==> src/rtl/redmule_w_buffer_ctrl.sv <==
// redmule_w_buffer_ctrl: sequencer for the W-buffer latch-based SCM.
// It fills the buffer row by row from the W streamer, waits one cycle for the
// latches to settle, and then walks the read schedule for the systolic array:
// the element index is the inner loop and the column-pass offset is the outer loop.
// This repeats for n_tiles W tiles and ends with a one-cycle done pulse.
// ROWS must equal COLS because the SCM's skewed column addressing relies on it.
// Optional feature macro: REDMULE_WBUF_CTRL_PERF_EN adds two saturating
// performance counters (stream stalls and fill waits).
module redmule_w_buffer_ctrl #(
  parameter int unsigned ROWS       = 4,
  parameter int unsigned COLS       = 4,
  parameter int unsigned ELMS       = 4,
  parameter int unsigned TILE_CNT_W = 16,
  localparam int unsigned RW = (ROWS > 1) ? $clog2(ROWS) : 1,
  localparam int unsigned CW = (COLS > 1) ? $clog2(COLS) : 1,
  localparam int unsigned EW = (ELMS > 1) ? $clog2(ELMS) : 1
) (
  input  logic                  clk_i,
  input  logic                  rst_i,
  input  logic                  start_i,
  input  logic                  abort_i,
  input  logic [TILE_CNT_W-1:0] n_tiles_i,
  input  logic                  w_valid_i,
  output logic                  w_ready_o,
  output logic                  buf_write_en_o,
  output logic [RW-1:0]         buf_write_addr_o,
  input  logic                  feed_ready_i,
  output logic                  buf_read_en_o,
  output logic [EW-1:0]         buf_elms_read_addr_o,
  output logic [CW-1:0]         buf_cols_read_offs_o,
  output logic [ROWS*RW-1:0]    buf_rows_read_addr_o,
  output logic                  rdata_valid_o,
  output logic                  busy_o,
  output logic                  done_o
`ifdef REDMULE_WBUF_CTRL_PERF_EN
  ,
  output logic [31:0]           perf_stall_cnt_o,
  output logic [31:0]           perf_fill_wait_cnt_o
`endif
);

  typedef enum logic [2:0] {
    S_IDLE,
    S_FILL,
    S_SETTLE,
    S_STREAM,
    S_DRAIN,
    S_DONE
  } state_t;

  state_t                state_q;
  logic [RW-1:0]         row_cnt;
  logic [EW-1:0]         elm_cnt;
  logic [CW-1:0]         pass_cnt;
  logic [TILE_CNT_W-1:0] tile_cnt;
  logic [TILE_CNT_W-1:0] tile_next;
  logic [TILE_CNT_W-1:0] n_tiles_q;
  logic                  rdata_valid_q;
  logic                  write_hs;
  logic                  read_beat;
  logic                  last_row;
  logic                  last_elm;
  logic                  last_pass;

  // A row is written on every FILL handshake; a read beat is issued whenever
  // the array can take one during STREAM. The two states are disjoint, so the
  // write and read enables can never be high together.
  assign write_hs  = (state_q == S_FILL) && w_valid_i;
  assign read_beat = (state_q == S_STREAM) && feed_ready_i;
  assign last_row  = (row_cnt == RW'(ROWS - 1));
  assign last_elm  = (elm_cnt == EW'(ELMS - 1));
  assign last_pass = (pass_cnt == CW'(COLS - 1));
  assign tile_next = tile_cnt + TILE_CNT_W'(1);

  assign w_ready_o            = (state_q == S_FILL);
  assign buf_write_en_o       = write_hs;
  assign buf_write_addr_o     = row_cnt;
  assign buf_read_en_o        = read_beat;
  assign buf_elms_read_addr_o = elm_cnt;
  assign buf_cols_read_offs_o = pass_cnt;
  assign rdata_valid_o        = rdata_valid_q;
  assign busy_o               = (state_q != S_IDLE);
  assign done_o               = (state_q == S_DONE);

  // Row r of the array always reads buffer row r; the skew lives in the SCM.
  for (genvar r = 0; r < ROWS; r++) begin : g_rows
    assign buf_rows_read_addr_o[r*RW +: RW] = RW'(r);
  end

  // Job sequencer: abort behaves like reset and wins over every transition.
  always_ff @(posedge clk_i) begin
    if (rst_i || abort_i) begin
      state_q       <= S_IDLE;
      row_cnt       <= '0;
      elm_cnt       <= '0;
      pass_cnt      <= '0;
      tile_cnt      <= '0;
      n_tiles_q     <= '0;
      rdata_valid_q <= 1'b0;
    end else begin
      rdata_valid_q <= read_beat;
      case (state_q)
        S_IDLE: begin
          if (start_i) begin
            row_cnt  <= '0;
            elm_cnt  <= '0;
            pass_cnt <= '0;
            tile_cnt <= '0;
            if (n_tiles_i == '0) begin
              state_q <= S_DONE;
            end else begin
              n_tiles_q <= n_tiles_i;
              state_q   <= S_FILL;
            end
          end
        end
        S_FILL: begin
          if (write_hs) begin
            if (last_row) begin
              row_cnt <= '0;
              state_q <= S_SETTLE;
            end else begin
              row_cnt <= row_cnt + RW'(1);
            end
          end
        end
        S_SETTLE: state_q <= S_STREAM;
        S_STREAM: begin
          if (read_beat) begin
            if (last_elm) begin
              elm_cnt <= '0;
              if (last_pass) begin
                pass_cnt <= '0;
                tile_cnt <= tile_next;
                if (tile_next == n_tiles_q) begin
                  state_q <= S_DRAIN;
                end else begin
                  row_cnt <= '0;
                  state_q <= S_FILL;
                end
              end else begin
                pass_cnt <= pass_cnt + CW'(1);
              end
            end else begin
              elm_cnt <= elm_cnt + EW'(1);
            end
          end
        end
        S_DRAIN: state_q <= S_DONE;
        S_DONE:  state_q <= S_IDLE;
        default: state_q <= S_IDLE;
      endcase
    end
  end

`ifdef REDMULE_WBUF_CTRL_PERF_EN
  logic [31:0] stall_cnt_q;
  logic [31:0] fill_wait_cnt_q;

  // Saturating stall / fill-wait counters, restarted when a job is accepted.
  always_ff @(posedge clk_i) begin
    if (rst_i) begin
      stall_cnt_q     <= '0;
      fill_wait_cnt_q <= '0;
    end else if ((state_q == S_IDLE) && start_i && !abort_i) begin
      stall_cnt_q     <= '0;
      fill_wait_cnt_q <= '0;
    end else begin
      if ((state_q == S_STREAM) && !feed_ready_i && (stall_cnt_q != '1)) begin
        stall_cnt_q <= stall_cnt_q + 32'd1;
      end
      if ((state_q == S_FILL) && !w_valid_i && (fill_wait_cnt_q != '1)) begin
        fill_wait_cnt_q <= fill_wait_cnt_q + 32'd1;
      end
    end
  end

  assign perf_stall_cnt_o     = stall_cnt_q;
  assign perf_fill_wait_cnt_o = fill_wait_cnt_q;
`endif

endmodule
==> config.mk <==
export PLATFORM = sky130hd
export DESIGN_NAME = redmule_w_buffer_ctrl
export DESIGN_NICKNAME = d
export VERILOG_FILES = /design/src/rtl/redmule_w_buffer_ctrl.sv
export SDC_FILE = /design/constraint.sdc
export NUM_CORES = 1
export LEC_CHECK = 0
export CAP_MARGIN = 15
export CORE_ASPECT_RATIO = 0.75
export CORE_MARGIN = 2
export CORE_UTILIZATION = 53
export DETAILED_ROUTE_END_ITERATION = 12
export MAX_ROUTING_LAYER = met4
export PLACE_DENSITY = 0.8
export SLEW_MARGIN = 20
export SYNTH_ARGS = -nofsm -noshare
export SYNTH_HDL_FRONTEND = slang
export SYNTH_SLANG_ARGS = --single-unit
==> constraint.sdc <==
create_clock -name clk_i -period 2.8 [get_ports clk_i]
set_input_delay 0.84 -clock clk_i [delete_from_list [all_inputs] [get_ports clk_i]]
set_output_delay 0.84 -clock clk_i [all_outputs]
set_load 0.05 [all_outputs]
==> flow_summary.toml <==
[placement]
place_congestion = 0.889
post-place-ws_ps = 171
hpwl_um = 4630
io_buffers = 33

[worst_hold_path]
whs_path_depth = 2
holdCritStartpoint = "buf_cols_read_offs_o[1]$_SDFFE_PP0P_"
hp-class = "reg2reg"

[synthesis]
ys_seq_elements = 42
syn_area_per_cell_um2 = 8.05
synth.distinct_cells = 45
ys_seq_area_share_pct = 33.8
synth_cells = 309
synth_area_um2 = 2490
ys_warn_count = 0

[sta]
fin_crit_sh_pct = 96.7
worst_pin_slew_ps = 524
setup_ws_ps = 91.5
rsz0062_at_grt = "no"
fmax_mhz = 369
fin_tns_setup_ps = 0
hold_slack_ps = 526
slew_headroom_pct = 64.8
fin_crit_ps = 2710
hold_violations = 0
fin_worst_skew_ps = 7.65
setup_violations = 0
slew_violations = 0

[die]
start_util_pct = 55.4
fp.coreArea_um2 = 4490
row_count = 21
io_pins = 42
fp.dieH_um = 63.3
die_w_um = 83.1
die_area_um2 = 5260

[drt]
dr_total_vias = 2360
initialDrtViolationCount = 205
first_pass_iters = 4
wl_um = 6170
drtAntennaViolNets = 0
drc_errors = 0
vias_per_cell = 5.87
routedWlPerCell_um = 15.3

[power_and_ir_drop]
power_per_cell_area_nw_per_um2 = 397
ir_worst_vdd_v = 0.000441
leakage_nw = 1.13

[clocking]
clock_path_buffers = 2
cts_tree = "yes"
clock_sinks = 42
numCtsBuffers = 5
htreeDepth = 2
post-cts-setup-buffers = 0
clk_pin_slew_worst_paths_ps = 90
clock-root-buffer = "clkbuf_8"
worst_skew_pair.late_latency_ps = 300

[setup_path]
crit_type = "reg2out"
end_kind = "output port"
arrival_ps = 1870
rr_worst_depth = 8
critPathLaunch = "state_q[2]$_SDFFE_PP0P_"
worstReg2RegStart = "tile_cnt[0]$_SDFFE_PP0P_"
crit_required_ps = 1960
critPathMaxFanout = 6
start_kind = "flop"

[final_layout]
layout_commonest_cell = "nor2_1"
nNetsFinal = 370
drive_above_1_share_pct = 10.4
syn_to_final_growth_pct = 20.3
final_cell_mix = "nor2_1 (47), dfxtp_1 (42), clkdlybuf4s50_1 (29), a21oi_1 (19)"
antenna_cells = 0

[job]
maxCapViolCount = 0

[global_routing]
grt_max_degree = 39
grt_pass1_vias = 2065
track_usage_pct = 25.0
globalRouteOverflowTotal = 0
antenna_found_initial = 0
grt_pass1_wl_um = 10200

[status]
status = "finished clean"
-- logic make-up after synthesis --
group / share of synthesized area (%)
xor gates and xnor gates: 7.75
and+or+nand+nor: 28.4
other: 0.302
buffers and inverters: 6.44
adders and majority gates: 2.01
muxes: 6.84
DFF: 33.8
AOI/OAI and AO/OA: 14.5
-- repair_timing --
item | in CTS | in global routing
hold buffers | 0 | 0
resized for setup | 0 | 1
setup endpoints to repair | 0 | 1
-- metrics by stage --
step,cells,utilization [%],power [W],area [µm²]
finish,402,66.6,0.00119,2990
global route,402,66.6,0.00124,2990
CTS,402,66.5,0.00119,2990
detailed placement,394,64.5,0.000794,2900
global placement,394,64.5,0.000791,2900
floorplan,315,-,0.000737,2510
-- power breakdown --
part	switching, W	internal [W]
Combinational	0.0000959	0.0000715
Sequential	0.00000952	0.000605
Clock	0.000231	0.000176
-- critical path, cell delays in order (launching register included) --
cell	delay [ps]
dfxtp_1	370
or3_1	470
clkdlybuf4s50_1	730
-- state kept, by name, indices dropped and copies added (netlist names) --
signal	flops
buf_cols_read_offs_o	2
buf_elms_read_addr_o	2
buf_write_addr_o	2
n_tiles_q	16
rdata_valid_o	1
state_q	3
tile_cnt	16
-- synth_stat cells (all sizes together) --
cell type,instances,share of area (%)
xor2,8,2.8
a21o,1,0.30
a211oi,3,0.91
buf,15,4.2
nand3,13,3.3
a31oi,6,1.5
a21oi,19,3.8
ha,4,2.0
or2,2,0.50
nor2,47,7.1
or3,5,1.3
a22oi,2,0.60
mux2i,17,6.8
xnor2,14,4.9
a211o,1,0.35
clkbuf,7,1.1
and2,4,1.0
o21ai,14,2.8
or4,1,0.30
a221oi,1,0.35
nor3,15,3.0
a32oi,1,0.35
and3,4,1.1
nor4,11,4.0
nand4,7,1.8
dfxtp,42,34
a311oi,4,1.4
o211ai,2,0.60
o31a,3,1.1
nand2,20,3.3
conb,2,0.30
inv,8,1.2
a2111oi,1,0.35
and4,2,0.80
nand3b,3,0.91
-- layer usage --
metal / wire [µm] / vias up / GRT usage, %
li1: - / 1165 / -
met1: 3000 / 1085 / 35.0
met2: 2560 / 101 / 33.9
met3: 513 / 9 / 7.73
met4: 87 / 0 / 8.81
met5: 0 / - / -
-- path summary, 6_finish.rpt --
kind	slack, ps	to
setup / recovery	90	busy_o
setup reg to reg	330	state_q[0]$_SDFFE_PP0P_
hold reg to reg	530	buf_cols_read_offs_o[1]$_SDFFE_PP0P_
hold / removal	530	buf_cols_read_offs_o[1]$_SDFFE_PP0P_
-- final cells by class --
| class | instances | area [µm²] |
|---|---|---|
| fillers | 387 | 1500 |
| flip-flops and latches | 42 | 841 |
| inverters | 8 | 30.0 |
| clock buffers | 5 | 68.8 |
| multi-input cells | 243 | 1510 |
| repair buffers | 44 | 445 |
| well taps | 57 | 71.3 |
| clock inverters | 3 | 21.3 |
Note: power is estimated with default switching activity, not from simulation.
